### src/rtl/ro_sb_pkg.sv
// Shared constants and helpers for the read-operands pending-write scoreboard.
// Register-file geometry, implicit source indices and the register-class encoding.
package ro_sb_pkg;

    localparam int NREG   = 8;
    localparam int NCLASS = 3;

    localparam logic [2:0] REG_EAX = 3'h0;
    localparam logic [2:0] REG_ECX = 3'h1;

    typedef enum logic [1:0] {
        RC_GPR = 2'd0,
        RC_MMX = 2'd1,
        RC_SEG = 2'd2
    } reg_class_e;

    // A slot that is not valid contributes nothing; OR-ing slots collapses duplicates.
    function automatic logic [NREG-1:0] reg_onehot(input logic [2:0] idx, input logic vld);
        logic [NREG-1:0] oh;
        oh = '0;
        if (vld) oh[idx] = 1'b1;
        return oh;
    endfunction

endpackage

### src/rtl/ro_scoreboard_if.sv
// RO-stage source, issue/retire/flush and status bundle for the scoreboard.
// master drives the pipeline side; slave is the scoreboard itself.
interface ro_scoreboard_if #(
    parameter int PERF_W = 16
);
    logic              V_ro;
    logic [2:0]        in3, in4;
    logic              in3_needed, in4_needed;
    logic              eax_needed, ecx_needed;
    logic [2:0]        mm1, mm2;
    logic              mm1_needed, mm2_needed;
    logic [2:0]        seg3;
    logic              seg3_needed;

    logic              issue;
    logic [2:0]        iss_dreg1, iss_dreg2, iss_dreg3;
    logic              iss_ld_reg1, iss_ld_reg2, iss_ld_reg3;
    logic [2:0]        iss_dmm;
    logic              iss_ld_mm;
    logic [2:0]        iss_dseg;
    logic              iss_ld_seg;

    logic              retire;
    logic [2:0]        ret_dreg1, ret_dreg2, ret_dreg3;
    logic              ret_ld_reg1, ret_ld_reg2, ret_ld_reg3;
    logic [2:0]        ret_dmm;
    logic              ret_ld_mm;
    logic [2:0]        ret_dseg;
    logic              ret_ld_seg;

    logic              flush;

    logic              dep_stall;
    logic              busy;
    logic              sb_err;
    logic [PERF_W-1:0] dep_stall_cnt;

    modport master (
        output V_ro, in3, in4, in3_needed, in4_needed, eax_needed, ecx_needed,
               mm1, mm2, mm1_needed, mm2_needed, seg3, seg3_needed,
               issue, iss_dreg1, iss_dreg2, iss_dreg3, iss_ld_reg1, iss_ld_reg2, iss_ld_reg3,
               iss_dmm, iss_ld_mm, iss_dseg, iss_ld_seg,
               retire, ret_dreg1, ret_dreg2, ret_dreg3, ret_ld_reg1, ret_ld_reg2, ret_ld_reg3,
               ret_dmm, ret_ld_mm, ret_dseg, ret_ld_seg, flush,
        input  dep_stall, busy, sb_err, dep_stall_cnt
    );

    modport slave (
        input  V_ro, in3, in4, in3_needed, in4_needed, eax_needed, ecx_needed,
               mm1, mm2, mm1_needed, mm2_needed, seg3, seg3_needed,
               issue, iss_dreg1, iss_dreg2, iss_dreg3, iss_ld_reg1, iss_ld_reg2, iss_ld_reg3,
               iss_dmm, iss_ld_mm, iss_dseg, iss_ld_seg,
               retire, ret_dreg1, ret_dreg2, ret_dreg3, ret_ld_reg1, ret_ld_reg2, ret_ld_reg3,
               ret_dmm, ret_ld_mm, ret_dseg, ret_ld_seg, flush,
        output dep_stall, busy, sb_err, dep_stall_cnt
    );

endinterface

### src/rtl/sb_cnt_bank.sv
// Bank of NREG saturating pending-write counters; inc/dec one-hot, clr wins over both.
// Updates land one cycle later; nz is straight from state; err is a same-cycle over/underflow pulse.
module sb_cnt_bank
    import ro_sb_pkg::*;
#(
    parameter int CNT_W = 2
) (
    input  logic            clk,
    input  logic            rst,
    input  logic            clr,
    input  logic [NREG-1:0] inc,
    input  logic [NREG-1:0] dec,
    output logic [NREG-1:0] nz,
    output logic            err
);

    localparam logic [CNT_W-1:0] CNT_MAX = '1;

    logic [CNT_W-1:0] cnt_q [NREG];
    logic [NREG-1:0]  ovf;
    logic [NREG-1:0]  unf;

    // Simultaneous inc and dec on one counter cancel and can never fault.
    always_comb begin
        nz  = '0;
        ovf = '0;
        unf = '0;
        for (int i = 0; i < NREG; i++) begin
            nz[i]  = (cnt_q[i] != '0);
            ovf[i] = !clr && inc[i] && !dec[i] && (cnt_q[i] == CNT_MAX);
            unf[i] = !clr && dec[i] && !inc[i] && (cnt_q[i] == '0);
        end
    end

    assign err = |{ovf, unf};

    always_ff @(posedge clk) begin
        if (rst || clr) begin
            for (int i = 0; i < NREG; i++) cnt_q[i] <= '0;
        end else begin
            for (int i = 0; i < NREG; i++) begin
                if (inc[i] && !dec[i] && !ovf[i])
                    cnt_q[i] <= cnt_q[i] + CNT_W'(1);
                else if (dec[i] && !inc[i] && !unf[i])
                    cnt_q[i] <= cnt_q[i] - CNT_W'(1);
            end
        end
    end

endmodule

### src/rtl/ro_scoreboard.sv
// Pending-write scoreboard for RO: per-register counters raised on RO->EX, lowered on WB retire.
// dep_stall is combinational from registered counts (no retire bypass); stalls RO issue, never the back end.
module ro_scoreboard
    import ro_sb_pkg::*;
#(
    parameter int CNT_W  = 2,
    parameter int PERF_W = 16
) (
    input  logic           clk,
    input  logic           rst,
    ro_scoreboard_if.slave sb
);

    logic [NCLASS-1:0][NREG-1:0] inc_v;
    logic [NCLASS-1:0][NREG-1:0] dec_v;
    logic [NCLASS-1:0][NREG-1:0] nz_v;
    logic [NCLASS-1:0]           bank_err;
    logic                        src_hit;
    logic                        stall;
    logic                        proto_err;
    logic                        err_q;
    logic [PERF_W-1:0]           perf_q;

    always_comb begin
        inc_v = '0;
        dec_v = '0;
        if (sb.issue) begin
            inc_v[RC_GPR] = reg_onehot(sb.iss_dreg1, sb.iss_ld_reg1)
                          | reg_onehot(sb.iss_dreg2, sb.iss_ld_reg2)
                          | reg_onehot(sb.iss_dreg3, sb.iss_ld_reg3);
            inc_v[RC_MMX] = reg_onehot(sb.iss_dmm, sb.iss_ld_mm);
            inc_v[RC_SEG] = reg_onehot(sb.iss_dseg, sb.iss_ld_seg);
        end
        if (sb.retire) begin
            dec_v[RC_GPR] = reg_onehot(sb.ret_dreg1, sb.ret_ld_reg1)
                          | reg_onehot(sb.ret_dreg2, sb.ret_ld_reg2)
                          | reg_onehot(sb.ret_dreg3, sb.ret_ld_reg3);
            dec_v[RC_MMX] = reg_onehot(sb.ret_dmm, sb.ret_ld_mm);
            dec_v[RC_SEG] = reg_onehot(sb.ret_dseg, sb.ret_ld_seg);
        end
    end

    // flush clears every bank and masks the bank fault outputs for that cycle.
    for (genvar c = 0; c < NCLASS; c++) begin : g_bank
        sb_cnt_bank #(
            .CNT_W (CNT_W)
        ) u_bank (
            .clk (clk),
            .rst (rst),
            .clr (sb.flush),
            .inc (inc_v[c]),
            .dec (dec_v[c]),
            .nz  (nz_v[c]),
            .err (bank_err[c])
        );
    end

    always_comb begin
        src_hit = (sb.in3_needed  && nz_v[RC_GPR][sb.in3])
               || (sb.in4_needed  && nz_v[RC_GPR][sb.in4])
               || (sb.eax_needed  && nz_v[RC_GPR][REG_EAX])
               || (sb.ecx_needed  && nz_v[RC_GPR][REG_ECX])
               || (sb.mm1_needed  && nz_v[RC_MMX][sb.mm1])
               || (sb.mm2_needed  && nz_v[RC_MMX][sb.mm2])
               || (sb.seg3_needed && nz_v[RC_SEG][sb.seg3]);
    end

    assign stall     = sb.V_ro && src_hit;
    assign proto_err = sb.issue && stall && !sb.flush;

    always_ff @(posedge clk) begin
        if (rst)
            err_q <= 1'b0;
        else if ((|bank_err) || proto_err)
            err_q <= 1'b1;
    end

    // Perf count keeps running across flush; only reset clears it.
    always_ff @(posedge clk) begin
        if (rst)
            perf_q <= '0;
        else if (stall && (perf_q != '1))
            perf_q <= perf_q + PERF_W'(1);
    end

    assign sb.dep_stall     = stall;
    assign sb.busy          = |nz_v;
    assign sb.sb_err        = err_q;
    assign sb.dep_stall_cnt = perf_q;

endmodule

### src/flat_wrapper.sv
// flat-port wrapper written by rule: the top's interface ports become plain ports
module ro_scoreboard_flat import ro_sb_pkg::*;
#(
    parameter int CNT_W  = 2,
    parameter int PERF_W = 16
)
  (clk, rst, sb_V_ro, sb_in3, sb_in4, sb_in3_needed, sb_in4_needed, sb_eax_needed, sb_ecx_needed, sb_mm1, sb_mm2, sb_mm1_needed, sb_mm2_needed, sb_seg3, sb_seg3_needed, sb_issue, sb_iss_dreg1, sb_iss_dreg2, sb_iss_dreg3, sb_iss_ld_reg1, sb_iss_ld_reg2, sb_iss_ld_reg3, sb_iss_dmm, sb_iss_ld_mm, sb_iss_dseg, sb_iss_ld_seg, sb_retire, sb_ret_dreg1, sb_ret_dreg2, sb_ret_dreg3, sb_ret_ld_reg1, sb_ret_ld_reg2, sb_ret_ld_reg3, sb_ret_dmm, sb_ret_ld_mm, sb_ret_dseg, sb_ret_ld_seg, sb_flush, sb_dep_stall, sb_busy, sb_sb_err, sb_dep_stall_cnt);
  ro_scoreboard_if #(.PERF_W(PERF_W)) sb_i ();
  input  logic clk;
  input  logic rst;
  input wire logic [$bits(sb_i.V_ro)-1:0] sb_V_ro;
  input wire logic [$bits(sb_i.in3)-1:0] sb_in3;
  input wire logic [$bits(sb_i.in4)-1:0] sb_in4;
  input wire logic [$bits(sb_i.in3_needed)-1:0] sb_in3_needed;
  input wire logic [$bits(sb_i.in4_needed)-1:0] sb_in4_needed;
  input wire logic [$bits(sb_i.eax_needed)-1:0] sb_eax_needed;
  input wire logic [$bits(sb_i.ecx_needed)-1:0] sb_ecx_needed;
  input wire logic [$bits(sb_i.mm1)-1:0] sb_mm1;
  input wire logic [$bits(sb_i.mm2)-1:0] sb_mm2;
  input wire logic [$bits(sb_i.mm1_needed)-1:0] sb_mm1_needed;
  input wire logic [$bits(sb_i.mm2_needed)-1:0] sb_mm2_needed;
  input wire logic [$bits(sb_i.seg3)-1:0] sb_seg3;
  input wire logic [$bits(sb_i.seg3_needed)-1:0] sb_seg3_needed;
  input wire logic [$bits(sb_i.issue)-1:0] sb_issue;
  input wire logic [$bits(sb_i.iss_dreg1)-1:0] sb_iss_dreg1;
  input wire logic [$bits(sb_i.iss_dreg2)-1:0] sb_iss_dreg2;
  input wire logic [$bits(sb_i.iss_dreg3)-1:0] sb_iss_dreg3;
  input wire logic [$bits(sb_i.iss_ld_reg1)-1:0] sb_iss_ld_reg1;
  input wire logic [$bits(sb_i.iss_ld_reg2)-1:0] sb_iss_ld_reg2;
  input wire logic [$bits(sb_i.iss_ld_reg3)-1:0] sb_iss_ld_reg3;
  input wire logic [$bits(sb_i.iss_dmm)-1:0] sb_iss_dmm;
  input wire logic [$bits(sb_i.iss_ld_mm)-1:0] sb_iss_ld_mm;
  input wire logic [$bits(sb_i.iss_dseg)-1:0] sb_iss_dseg;
  input wire logic [$bits(sb_i.iss_ld_seg)-1:0] sb_iss_ld_seg;
  input wire logic [$bits(sb_i.retire)-1:0] sb_retire;
  input wire logic [$bits(sb_i.ret_dreg1)-1:0] sb_ret_dreg1;
  input wire logic [$bits(sb_i.ret_dreg2)-1:0] sb_ret_dreg2;
  input wire logic [$bits(sb_i.ret_dreg3)-1:0] sb_ret_dreg3;
  input wire logic [$bits(sb_i.ret_ld_reg1)-1:0] sb_ret_ld_reg1;
  input wire logic [$bits(sb_i.ret_ld_reg2)-1:0] sb_ret_ld_reg2;
  input wire logic [$bits(sb_i.ret_ld_reg3)-1:0] sb_ret_ld_reg3;
  input wire logic [$bits(sb_i.ret_dmm)-1:0] sb_ret_dmm;
  input wire logic [$bits(sb_i.ret_ld_mm)-1:0] sb_ret_ld_mm;
  input wire logic [$bits(sb_i.ret_dseg)-1:0] sb_ret_dseg;
  input wire logic [$bits(sb_i.ret_ld_seg)-1:0] sb_ret_ld_seg;
  input wire logic [$bits(sb_i.flush)-1:0] sb_flush;
  output wire logic [$bits(sb_i.dep_stall)-1:0] sb_dep_stall;
  output wire logic [$bits(sb_i.busy)-1:0] sb_busy;
  output wire logic [$bits(sb_i.sb_err)-1:0] sb_sb_err;
  output wire logic [$bits(sb_i.dep_stall_cnt)-1:0] sb_dep_stall_cnt;
  assign sb_i.V_ro = sb_V_ro;
  assign sb_i.in3 = sb_in3;
  assign sb_i.in4 = sb_in4;
  assign sb_i.in3_needed = sb_in3_needed;
  assign sb_i.in4_needed = sb_in4_needed;
  assign sb_i.eax_needed = sb_eax_needed;
  assign sb_i.ecx_needed = sb_ecx_needed;
  assign sb_i.mm1 = sb_mm1;
  assign sb_i.mm2 = sb_mm2;
  assign sb_i.mm1_needed = sb_mm1_needed;
  assign sb_i.mm2_needed = sb_mm2_needed;
  assign sb_i.seg3 = sb_seg3;
  assign sb_i.seg3_needed = sb_seg3_needed;
  assign sb_i.issue = sb_issue;
  assign sb_i.iss_dreg1 = sb_iss_dreg1;
  assign sb_i.iss_dreg2 = sb_iss_dreg2;
  assign sb_i.iss_dreg3 = sb_iss_dreg3;
  assign sb_i.iss_ld_reg1 = sb_iss_ld_reg1;
  assign sb_i.iss_ld_reg2 = sb_iss_ld_reg2;
  assign sb_i.iss_ld_reg3 = sb_iss_ld_reg3;
  assign sb_i.iss_dmm = sb_iss_dmm;
  assign sb_i.iss_ld_mm = sb_iss_ld_mm;
  assign sb_i.iss_dseg = sb_iss_dseg;
  assign sb_i.iss_ld_seg = sb_iss_ld_seg;
  assign sb_i.retire = sb_retire;
  assign sb_i.ret_dreg1 = sb_ret_dreg1;
  assign sb_i.ret_dreg2 = sb_ret_dreg2;
  assign sb_i.ret_dreg3 = sb_ret_dreg3;
  assign sb_i.ret_ld_reg1 = sb_ret_ld_reg1;
  assign sb_i.ret_ld_reg2 = sb_ret_ld_reg2;
  assign sb_i.ret_ld_reg3 = sb_ret_ld_reg3;
  assign sb_i.ret_dmm = sb_ret_dmm;
  assign sb_i.ret_ld_mm = sb_ret_ld_mm;
  assign sb_i.ret_dseg = sb_ret_dseg;
  assign sb_i.ret_ld_seg = sb_ret_ld_seg;
  assign sb_i.flush = sb_flush;
  assign sb_dep_stall = sb_i.dep_stall;
  assign sb_busy = sb_i.busy;
  assign sb_sb_err = sb_i.sb_err;
  assign sb_dep_stall_cnt = sb_i.dep_stall_cnt;
  ro_scoreboard #(.CNT_W(CNT_W), .PERF_W(PERF_W)) u_core (.clk(clk), .rst(rst), .sb(sb_i));
endmodule
### config.mk
export PLATFORM = sky130hd
export DESIGN_NAME = ro_scoreboard_flat
export DESIGN_NICKNAME = d
export VERILOG_FILES = /design/src/rtl/ro_sb_pkg.sv /design/src/rtl/ro_scoreboard_if.sv /design/src/rtl/sb_cnt_bank.sv /design/src/rtl/ro_scoreboard.sv /design/src/flat_wrapper.sv
export SDC_FILE = /design/constraint.sdc
export NUM_CORES = 1
export LEC_CHECK = 0
export CAP_MARGIN = 20
export CELL_PAD_IN_SITES_DETAIL_PLACEMENT = 1
export CELL_PAD_IN_SITES_GLOBAL_PLACEMENT = 1
export CORE_MARGIN = 4
export CORE_UTILIZATION = 45
export CTS_CLUSTER_DIAMETER = 30
export DETAILED_ROUTE_END_ITERATION = 8
export PLACE_DENSITY_LB_ADDON = 0.1
export SYNTH_ARGS = -nofsm -noshare
export SYNTH_HDL_FRONTEND = slang
export SYNTH_SLANG_ARGS = --single-unit
### constraint.sdc
create_clock -name clk -period 5.1 [get_ports clk]
set_input_delay 1.53 -clock clk [delete_from_list [all_inputs] [get_ports clk]]
set_output_delay 1.53 -clock clk [all_outputs]
set_load 0.02 [all_outputs]
==> summary.txt, run 1 <==
Core Area - 12200 sq um
Mapped Cells - 679
fin nets - 839
max cap viols - 0
Iter 0 DRT Violations - 495
Max Transition Viols Final - 0
final hold slack - 526 ps
Final TNS setup - 0 ps
vias per cell - 6.38
outcome - finished, final reports clean
Die Height - 120 microns
initial antenna violation count - 0
flops & latches, synth - 65
CTS max path bufs - 2
grt total ovfl - 0
share of cells above drive strength 1 - 8.58%
HP Class - flop to flop
final setup violation count - 0
CP endpoint kind - primary output
Filler cells - 1461
crit start category - primary input
first-pass GRT wire length - 31700 microns
simple-gate share of the synthesized area - 37.1%
xor/xnor share of the synthesized area - 0.925%
WL/cell - 21.1 microns
H-tree depth - 3
Worst Tran Pin Value - 727 ps
Post-Syn Area - 5680 sq um
Max Used Layer - met4
Max-Slew Margin vs Limit - 50.3%
largest family of logic cells by synthesized area - simple AND/OR/NAND/NOR gates
Final min period - 4940 ps
post-synthesis mux area share - 6.81%
sequential share of the synthesized area - 31.4%
Clk pwr share - 39.0%
area of the die - 14500 sq um
Reg area - 1780 sq um
clock buffer count from CTS - 9
cell chain of the critical path - clkdlybuf4s50_1 > nor4_1 > a311oi_1 > o21ai_1 > o21ai_0 > o41ai_4 > inv_1 > clkbuf_2
area share of fa/ha/maj cells after synthesis - 1.72%
worst path buffer plus inverter count - 3
Routed Antenna Nets - 0
Setup CP Type - primary input to primary output
CTS tree - built
routed via count - 5979
largest fanout on the critical path - 4
pin count of the biggest net entering global routing - 29
Starting Density - 46.7%
Comb pwr share - 20.7%
yosys warns - 0
Compound-Gate Fraction of Synth Area - 19.3%
latest clock arrival within the worst-skew pair - 350 ps
Avg Cell Area, Syn - 8.37 sq um
RSZ-0062 raised after global routing - false
Slowest-stage cell, CP - o41ai_4
Max Clock Skew - 10.7 ps
IO buf count - 86
cell family with most CP delay - compound AO/OA/AOI/OAI gates
CTS sink cnt - 65
Int Pwr - 1080 uW
FMAX - 202 MHz
switch share - 31.9%
cts hold-fix bufs - 0
Mapped Nets - 754
Fin. Hold Viols - 0
post-synthesis cell type count - 75
diode count - 0
row count - 40
multi-input logic area - 3740 sq um
Overall Global Routing Usage - 27.4%
Net Sw Power - 507 uW
Final Cycle Share - 96.8%
Worst VDD drop - 0.177 mV
part of the power in registers - 40.3%
Async S/R FF share, synth - 0%
Primary FF master, synth - edfxtp_1
Max stage delay on crit path - 480 ps
drt pass-1 iters - 6
width of the chip - 120 microns
met2 routed WL - 9640 microns
clk slew on worst S/H paths - 60 ps
placer congestion estimate - 0.867
vias in the first global route - 6212
CTS root buffer - clkbuf_16
M1 WL - 8330 microns
Worst Path Arrival - 3410 ps
P per Cell Area - 226 nW/um^2
Static Leak - 0.00233 uW
DR DRC count - 0
EDFF count, synth - 48
total wire length - 19800 microns
post-DP HPWL - 15000 microns
CP required - 3570 ps
Layout area overhead - 23.5%
Met3 Routed Length - 1100 microns
postcts setup bufs - 0
io pins - 87
## power by group through the flow
stage	clock, uW	combinational (uW)	sequential, uW
6_report	619	328	639
5_1_grt	651	356	642
4_1_cts	622	326	637
3_5_place_dp	0	323	648
3_3_place_gp	0	309	644
2_1_floorplan	0	177	638
## metrics by stage
step,utilization [%],instance area (sq um),setup WS (ps),cells,power (uW)
after floorplan,-,5680,632,679,815
after global placement,55.3,6730,-224,920,952
after detailed placement,55.3,6730,-279,920,971
after CTS,57.7,7010,22.8,936,1580
after global routing,57.7,7020,23.9,937,1650
final,57.7,7020,161,937,1590
## final timing paths
| path | from | endpoint | slack (ps) | cells after the start |
|---|---|---|---|---|
| worst max-delay path | sb_seg3[0] | sb_dep_stall | 160 | 8 |
| worst max register to register | u_core.g_bank[1].u_bank.cnt_q[1][4] | u_core.sb.sb_err | 2200 | 8 |
| worst min register to register | u_core.sb.dep_stall_cnt[8] | u_core.sb.dep_stall_cnt[8] | 530 | 2 |
| worst min-delay path | u_core.sb.dep_stall_cnt[8] | u_core.sb.dep_stall_cnt[8] | 530 | 2 |
## layer usage
layer	track usage [%]	vias up
met2	47.1	189
li1	-	2829
met1	33.7	2911
met5	0	-
met4	11.4	0
met3	5.29	50
## synthesized netlist by cell type (4+ instances only)
| cell type | count | area [sq um] |
|---|---|---|
| dfxtp_1 | 17 | 340 |
| and3_1 | 7 | 43.8 |
| o41ai_1 | 4 | 35.0 |
| ha_1 | 7 | 87.6 |
| nor4_1 | 7 | 43.8 |
| nor4bb_1 | 18 | 180 |
| nand3b_1 | 12 | 90.1 |
| o211ai_1 | 6 | 45.0 |
| nor3_1 | 26 | 130 |
| nor2_2 | 8 | 50.1 |
| inv_1 | 15 | 56.3 |
| nand3_1 | 25 | 125 |
| a211oi_1 | 16 | 120 |
| o21ai_0 | 27 | 135 |
| xnor2_1 | 4 | 35.0 |
| or3b_2 | 4 | 35.0 |
| nor3b_1 | 10 | 75.1 |
| or4_1 | 4 | 30.0 |
| a21oi_1 | 43 | 215 |
| nand4_1 | 20 | 125 |
| mux4_2 | 7 | 158 |
| nand2b_1 | 9 | 56.3 |
| nor2_1 | 81 | 304 |
| a32oi_1 | 6 | 52.6 |
| and2_1 | 5 | 31.3 |
| or2_2 | 5 | 31.3 |
| o31ai_1 | 5 | 37.5 |
| nor4b_1 | 6 | 52.6 |
| o211a_1 | 6 | 60.1 |
| a2111oi_0 | 4 | 35.0 |
| nand4b_1 | 19 | 166 |
| mux2_1 | 8 | 90.1 |
| edfxtp_1 | 48 | 1440 |
| mux2_2 | 7 | 78.8 |
| nor2b_1 | 12 | 75.1 |
| mux2i_1 | 6 | 60.1 |
| o311ai_0 | 5 | 43.8 |
| clkbuf_1 | 19 | 71.3 |
| nand2_1 | 82 | 308 |
| a31oi_1 | 6 | 37.5 |
## repair_timing
item / 4_1_cts / 5_1_grt
pin swaps: 1 / 1
setup endpoints to repair: 1 / 1
cloned: 0 / 0
resized for setup: 3 / 1
## tightest hold or removal path: cells and delay by family, from the launching register on
kind	cells	cell delay, ps
flops	1	340
compound gates	2	140
## final cells by class
type,instances,share of cell area (%)
timing repair buffer,97,13.4
sequential,65,25.4
inverter,15,0.802
clock inverter,7,0.856
tap,168,3.00
multi-input combinational,576,53.3
clock buffer,9,3.21
## flip-flops by register name (all words and copies together), names as in the netlist
signal / flops
u_core.g_bank.u_bank.cnt_q: 48
u_core.sb.dep_stall_cnt: 16
u_core.sb.sb_err: 1
## cells in the final DEF, fill, tap and decap left out, drive strengths merged, types with 6 or more instances in the layout
master and instances:
nor2 89, clkdlybuf4s50 85, nand2 82, edfxtp 48, a21oi 43, o21ai 28, nor3 27, nand3 25
nand4 20, inv 20, nand4b 19, nor4bb 18, dfxtp 17, a211oi 16, mux2 15, nor2b 12
nand3b 12, buf 11, nor3b 10, clkbuf 10, nand2b 9, nor4 8, and3 7, mux4 7
ha 7, nor4b 7, a31oi 6, o211ai 6, o211a 6, mux2i 6, a32oi 6, and2 6
or3b 6
## kinds of logic after synthesis
kind of cell | count (synthesis)
simple gates | 377
compound gates | 157
flops | 65
buf+inv | 38
mux | 28
fa+ha+maj | 8
xor+xnor | 6
(Power assumes the default switching activity.)
==> run 2: changes to the inputs <==
--- a/config.mk
+++ b/config.mk
@@ -13,6 +13,7 @@
 export CTS_CLUSTER_DIAMETER = 30
 export DETAILED_ROUTE_END_ITERATION = 8
 export PLACE_DENSITY_LB_ADDON = 0.1
+export SETUP_SLACK_MARGIN = 0.4
 export SYNTH_ARGS = -nofsm -noshare
 export SYNTH_HDL_FRONTEND = slang
 export SYNTH_SLANG_ARGS = --single-unit
==> run 2 against run 1 <==
Clock power is essentially flat. Largest power group unchanged. Setup slack gained 300 ps. Core utilization is 0.42 points higher. Total power is 0.28% higher. Critical endpoint unchanged. Global-route usage rose by 0.080 points. Routed wire length increased by 0.39%. First-iteration DRC count up 0.61%. Non-clock buffer count is the same. Clock skew about the same. Critical path depth shrank 1. Via count is essentially flat.
==> summary.txt, run 2 (synthesis results as in run 1) <==
outcome - finished, final reports clean
Setup CP Type - primary input to primary output
width of the chip - 120 microns
busiest layer in global routing - met2
WL/cell - 21.2 microns
most frequent cells in the layout - nand2_1, nor2_1, clkdlybuf4s50_1, edfxtp_1, a21oi_1
cts hold-fix bufs - 0
first-pass GRT wire length - 31800 microns
grt met3 use - 5.33%
Worst VDD drop - 0.177 mV
postcts setup bufs - 0
placer congestion estimate - 0.867
FMAX - 216 MHz
DR DRC count - 0
max cap viols - 0
Max-Slew Margin vs Limit - 50.5%
H-tree depth - 3
Post-Place Cell Area - 6730 sq um
diode count - 0
CTS root buffer - clkbuf_16
Overall Global Routing Usage - 27.5%
Fin. Hold Viols - 0
crit start category - primary input
Worst Path Arrival - 3110 ps
largest fanout on the critical path - 2
routed via count - 5975
Layout area overhead - 24.4%
Final Cell Area - 7070 sq um
Routed Antenna Nets - 0
area of the die - 14500 sq um
number of flip-flops in the largest register - 48
final setup violation count - 0
vias in the first global route - 6229
Max Clock Skew - 10.4 ps
Max Transition Viols Final - 0
initial antenna violation count - 0
Core Area - 12200 sq um
total wire length - 19800 microns
commonest non-fill, non-tap cell in the layout - nand2_1
IO buf count - 86
Iter 0 DRT Violations - 498
CTS sink cnt - 65
pin count of the biggest net entering global routing - 29
io pins - 87
clock buffer count from CTS - 9
fin nets - 839
CTS tree - built
Largest Register - u_core.g_bank.u_bank.cnt_q
CP required - 3570 ps
clk slew on worst S/H paths - 60 ps
Die Height - 120 microns
Finished Core Util - 58.1%
Worst Tran Pin Value - 723 ps
Static Leak - 0.00238 uW
RSZ-0062 raised after global routing - false
Final Cycle Share - 91.0%
latest clock arrival within the worst-skew pair - 350 ps
HP Class - flop to flop
share of cells above drive strength 1 - 10.1%
met2 usage - 47.4%
drt pass-1 iters - 5
CTS max path bufs - 2
vias per cell - 6.38
Starting Density - 46.7%
row count - 40
grt total ovfl - 0
P per Cell Area - 225 nW/um^2
met1 Usage GRT - 33.8%
CP endpoint kind - primary output
post-DP HPWL - 15000 microns
Final min period - 4640 ps
[run 2: worst max-delay path, cell delays in order]
cell and delay [ps]:
dlygate4sd2_1 270, mux4_2 340, mux2i_1 70, a32o_2 260
o41ai_4 410, inv_1 80, buf_4 170
[run 2: area by class of cell]
type | instances | area, sq um
clock buffers | 9 | 225
well taps | 168 | 210
repair buffers | 97 | 941
multi-input cells | 576 | 3790
clock inverters | 7 | 60.1
inverters | 15 | 56.3
flip-flops and latches | 65 | 1780
fillers | 1455 | 5090
[run 2: path summary, 6_finish.rpt]
kind / start / endpoint / slack, ps / cells after the start
worst max-delay path: sb_in3[1] / sb_dep_stall / 460 / 7
worst min-delay path: u_core.sb.dep_stall_cnt[8] / u_core.sb.dep_stall_cnt[8] / 530 / 2
worst max register to register: u_core.g_bank[1].u_bank.cnt_q[1][5] / u_core.sb.sb_err / 2260 / 8
worst min register to register: u_core.sb.dep_stall_cnt[8] / u_core.sb.dep_stall_cnt[8] / 530 / 2
[run 2: routing by layer]
metal  part of all wire, %  up-vias
li1                      -     2828
met1                    42     2911
met2                    49      181
met3                   5.4       55
met4                   3.5        0
met5                     0        -
[run 2: metrics by stage]
stage	std cells	hold slack, ps	setup slack (ps)	power (uW)	TNS [ps]
CTS	936	526	407	1590	0
floorplan	679	553	632	815	0
global placement	920	478	-224	952	-224
global route	937	557	386	1650	0
detailed placement	920	506	-279	971	-279
finish	937	526	461	1590	0
[run 2: timing repair]
| action | CTS | global route |
|---|---|---|
| pin swaps | 5 | 3 |
| resized for setup | 26 | 10 |
| endpoints found under the setup margin | 1 | 1 |
[run 2: power by group]
part	switching [uW]	internal, uW	total [uW]
Combinational	187	143	331
Clock	281	339	620
Sequential	42.9	596	639
Total	511	1080	1590
==> run 3: changes to the inputs <==
--- a/config.mk
+++ b/config.mk
@@ -9,11 +9,12 @@
 export CELL_PAD_IN_SITES_DETAIL_PLACEMENT = 1
 export CELL_PAD_IN_SITES_GLOBAL_PLACEMENT = 1
 export CORE_MARGIN = 4
-export CORE_UTILIZATION = 45
+export CORE_UTILIZATION = 41
 export CTS_CLUSTER_DIAMETER = 30
 export DETAILED_ROUTE_END_ITERATION = 8
 export PLACE_DENSITY_LB_ADDON = 0.1
 export SETUP_SLACK_MARGIN = 0.4
+export SLEW_MARGIN = 20
 export SYNTH_ARGS = -nofsm -noshare
 export SYNTH_HDL_FRONTEND = slang
 export SYNTH_SLANG_ARGS = --single-unit
==> constraint.sdc (replaced) <==
create_clock -name clk -period 4.3 [get_ports clk]
set_input_delay 1.29 -clock clk [delete_from_list [all_inputs] [get_ports clk]]
set_output_delay 1.29 -clock clk [all_outputs]
set_load 0.02 [all_outputs]
==> run 3 against run 2 <==
Sequential power up 19%. Sequential share of layout area down 0.26 points. Setup slack worse by 100 ps. Register-to-register slack worse by 770 ps. Worst hold slack worse by 28 ps. Global-route usage down 3.2 points. Clock power up 16%. Total power up 18%. Non-clock buffer count up 5. Die area up 9.1%. Largest power group unchanged. Highest routed layer unchanged.
==> summary.txt, run 3 (synthesis results as in run 1) <==
outcome - finished, final reports clean
placer congestion estimate - 0.860
diode count - 0
Final Cell Area - 7140 sq um
crit start category - primary input
Finished Core Util - 53.3%
initial antenna violation count - 0
grt total ovfl - 0
Layout area overhead - 25.7%
Core Area - 13400 sq um
Max Clock Skew - 6.82 ps
CTS root buffer - clkbuf_16
HP Class - flop to flop
Final TNS setup - 0 ps
FMAX - 254 MHz
cts hold-fix bufs - 0
Final Cycle Share - 91.7%
Die Height - 126 microns
Worst Tran Pin Value - 931 ps
latest clock arrival within the worst-skew pair - 350 ps
Largest Register - u_core.g_bank.u_bank.cnt_q
vias per cell - 6.34
DR DRC count - 0
Iter 0 DRT Violations - 480
Max Transition Viols Final - 0
Fin. Hold Viols - 0
H-tree depth - 3
clk slew on worst S/H paths - 60 ps
vias in the first global route - 6104
total wire length - 19700 microns
Post-Place Cell Area - 6770 sq um
drt pass-1 iters - 5
pin count of the biggest net entering global routing - 41
Max-Slew Margin vs Limit - 38.0%
clock buffer count from CTS - 9
Setup CP Type - primary input to primary output
Starting Density - 42.4%
io pins - 87
IO buf count - 86
final setup violation count - 0
routed via count - 6021
area of the die - 15800 sq um
CTS max path bufs - 2
Overall Power - 1880 uW
first-pass GRT wire length - 31000 microns
share of cells above drive strength 1 - 12.5%
CP required - 3010 ps
fin nets - 844
post-DP HPWL - 14900 microns
RSZ-0062 raised after global routing - true
P per Cell Area - 263 nW/um^2
Routed Antenna Nets - 0
largest fanout on the critical path - 2
Worst Path Arrival - 2650 ps
Overall Global Routing Usage - 24.3%
WL/cell - 20.7 microns
most frequent cells in the layout - nand2_1, nor2_1, clkdlybuf4s50_1, edfxtp_1, a21oi_1
number of flip-flops in the largest register - 48
Worst VDD drop - 0.175 mV
Final min period - 3940 ps
commonest non-fill, non-tap cell in the layout - nand2_1
final hold slack - 498 ps
row count - 42
max cap viols - 0
CTS tree - built
CP endpoint kind - primary output
width of the chip - 126 microns
CTS sink cnt - 65
worst setup slack for register-to-register paths - 1490 ps
Static Leak - 0.00244 uW
run 3: cell types whose count changed in the layout (fill, tap and decap cells not counted), moves of 2 or more:
| cell | before | now |
|---|---|---|
| clkbuf_8 | 0 | 2 |
| dlygate4sd2_1 | 7 | 5 |
| clkbuf_2 | 1 | 3 |
| inv_6 | 3 | 1 |
| buf_4 | 10 | 16 |
| inv_4 | 1 | 4 |
| buf_2 | 0 | 3 |
| clkdlybuf4s50_1 | 73 | 66 |
| nor3_4 | 0 | 2 |
| nor3_1 | 25 | 23 |
| clkbuf_4 | 0 | 2 |
| buf_8 | 0 | 2 |
run 3: final timing paths:
path | start | endpoint | cells past startpoint
hold reg to reg | u_core.sb.dep_stall_cnt[8] | u_core.sb.dep_stall_cnt[8] | 2
hold / removal | u_core.sb.dep_stall_cnt[8] | u_core.sb.dep_stall_cnt[8] | 2
setup reg to reg | u_core.g_bank[1].u_bank.cnt_q[0][4] | u_core.sb.dep_stall_cnt[7] | 8
setup / recovery | sb_ecx_needed | sb_dep_stall | 6
run 3: cell type report:
| cell class | count | area [sq um] |
|---|---|---|
| fill | 1605 | 6260 |
| timing repair buffer | 102 | 958 |
| inverter | 15 | 56.3 |
| multi-input combinational | 576 | 3840 |
| tap | 176 | 220 |
| clock buffer | 11 | 253 |
| sequential | 65 | 1780 |
| clock inverter | 5 | 33.8 |
run 3: worst max-delay path, cell delays in order:
cell and delay (ps):
clkdlybuf4s50_1 470, o21ai_2 100, nand4_1 150, o41ai_4 430, inv_2 70, buf_6 140
run 3: per-stage QoR:
| step | cells | setup WS, ps |
|---|---|---|
| 3_5_place_dp | 933 | -609 |
| 3_3_place_gp | 933 | -588 |
| 4_1_cts | 949 | 342 |
| 5_1_grt | 950 | 295 |
| 2_1_floorplan | 679 | 422 |
| 6_report | 950 | 357 |
run 3: metal layers:
| metal | vias up | global-route usage, % | share of wire, % |
|---|---|---|---|
| met5 | - | 0 | 0 |
| met3 | 38 | 5.08 | 5.6 |
| met2 | 206 | 43.3 | 51 |
| met1 | 2940 | 29.2 | 41 |
| li1 | 2837 | - | - |
| met4 | 0 | 7.91 | 2.1 |
run 3: power breakdown:
part / total [uW] / switching [uW] / internal [uW]
Clock: 720 / 295 / 425
Sequential: 760 / 51.8 / 708
Combinational: 397 / 221 / 175
run 3: timing repair:
item	4_1_cts	5_1_grt
cloned	0	0
gates resized for setup	63	24
pin swaps	7	13
buffers inserted	0	1
endpoints found under the setup margin	1	3
==> edit, RTL diff (flow settings as in run 3) <==
The package constant `NCLASS` goes from 3 to 6.
--- a/src/rtl/ro_sb_pkg.sv
+++ b/src/rtl/ro_sb_pkg.sv
@@ -3,7 +3,7 @@
 package ro_sb_pkg;
 
     localparam int NREG   = 8;
-    localparam int NCLASS = 3;
+    localparam int NCLASS = 6;
 
     localparam logic [2:0] REG_EAX = 3'h0;
     localparam logic [2:0] REG_ECX = 3'h1;
Function: no difference found for any inputs over 4 cycles, from zero or initial values and one cycle with rst high; that may be too few to reach the edited logic, so the function may still have changed.
==> edit against run 3 <==
  * Wire length is 2.8% higher
  * Worst hold slack better by 1.8 ps
  * Count of clock-buffer cells in the layout shrank 1
  * Sequential cell count unchanged
  * Area after synthesis is 0.11% higher
  * Synthesized cell count is 4.0% higher
  * Die area up 0.10%
  * Sequential share of layout area shrank 0.75 points
  * Non-clock buffer count grew 16
  * Via count rose by 4.9%
  * Critical path depth is 3 higher
  * Power rose by 1.2%
  * Final area is 3.1% higher
  * Setup slack got worse by 92 ps
  * Largest cell class unchanged
  * Highest routed layer unchanged
==> edit: results (changes against run 3) <==
synth:
  synthAdderAreaFrac_pct: 1.540  # was 1.718%
  synth_compound_area_share_pct: 21.28  # was 19.34%
  syn-num-nets: 781  # was 754
  synthMuxAreaShare_pct: 4.158  # was 6.806%
  synthTopCellsByCount: "92 x nand2_1, 81 x nor2_1, 48 x edfxtp_1"  # was 82 x nand2_1, 81 x nor2_1, 48 x edfxtp_1
critical_path:
  r2r_slack_ps: 1230  # was 1490 ps
  crit_slowest_cell: "mux4_2"  # was clkdlybuf4s50_1
  cp_top_family: "multiplexers"  # was buffers and inverters
  reg2reg_from: "u_core.g_bank[1].u_bank.cnt_q[0][10]"  # was u_core.g_bank[1].u_bank.cnt_q[0][4]
  crit_path_start: "sb_mm2[1]"  # was sb_ecx_needed
drt:
  vias_per_cell: 6.368  # was 6.338
  drt_iter0_markers: 376  # was 480
  via_count: 6317  # was 6021
  routedWlPerCell_um: 20.38  # was 20.71 um
cells_and_area:
  nets: 886  # was 844
timing:
  hold_slack_ps: 500.1  # was 498.3 ps
  min_period_ps: 4035  # was 3943 ps
pwr:
  p_per_area_mw_per_mm2: 257.7  # was 262.7 mW/mm^2
  ir_worst_vdd_mv: 0.1556  # was 0.1746 mV
  power_frac_seq_pct: 40.1  # was 40.5%
grt:
  grt_pass1_wl_um: 32730  # was 31000 um
placement:
  dp_hpwl_um: 15470  # was 14940 um
  dp_slack_ps: -709.7  # was -609.2 ps
  place_area_sq_mm: 0.006935  # was 0.006774 sq mm
outcome:
  status: "finished, final reports clean"  # unchanged
hold_path:
  holdPathEnd: "u_core.sb.dep_stall_cnt[15]"  # was u_core.sb.dep_stall_cnt[8]
==> edit: layout make-up <==
type / count / area share (%)
Multi-Input combinational cell: 591 / 52.56
Sequential cell: 65 / 24.19
Timing Repair Buffer: 118 / 15.10
Clock buffer: 10 / 3.109
Tap cell: 176 / 2.990
Inverter: 26 / 1.495
Clock inverter: 6 / 0.5606
==> edit: per-layer routing <==
layer  share of wire [%]  routed length (um)  global-route usage (%)  vias to the layer above
li1                    -                   -                       -                     2968
met1                  44                8971                   31.84                     3171
met2                  49                9967                   42.92                      147
met3                 3.9                 794                   4.022                       31
met4                 2.4                 485                   9.464                        0
met5                   0                   0                       0                        -
==> edit: worst register-to-register path, stage by stage, from the launching register on <==
cell and delay, ps:
edfxtp_1 370, inv_1 70, ha_1 320, mux4_2 510
mux2i_2 210, buf_4 160, a22o_1 160, o21ai_2 70
buf_12 140, buf_4 220, nor4b_1 360, mux2_2 370
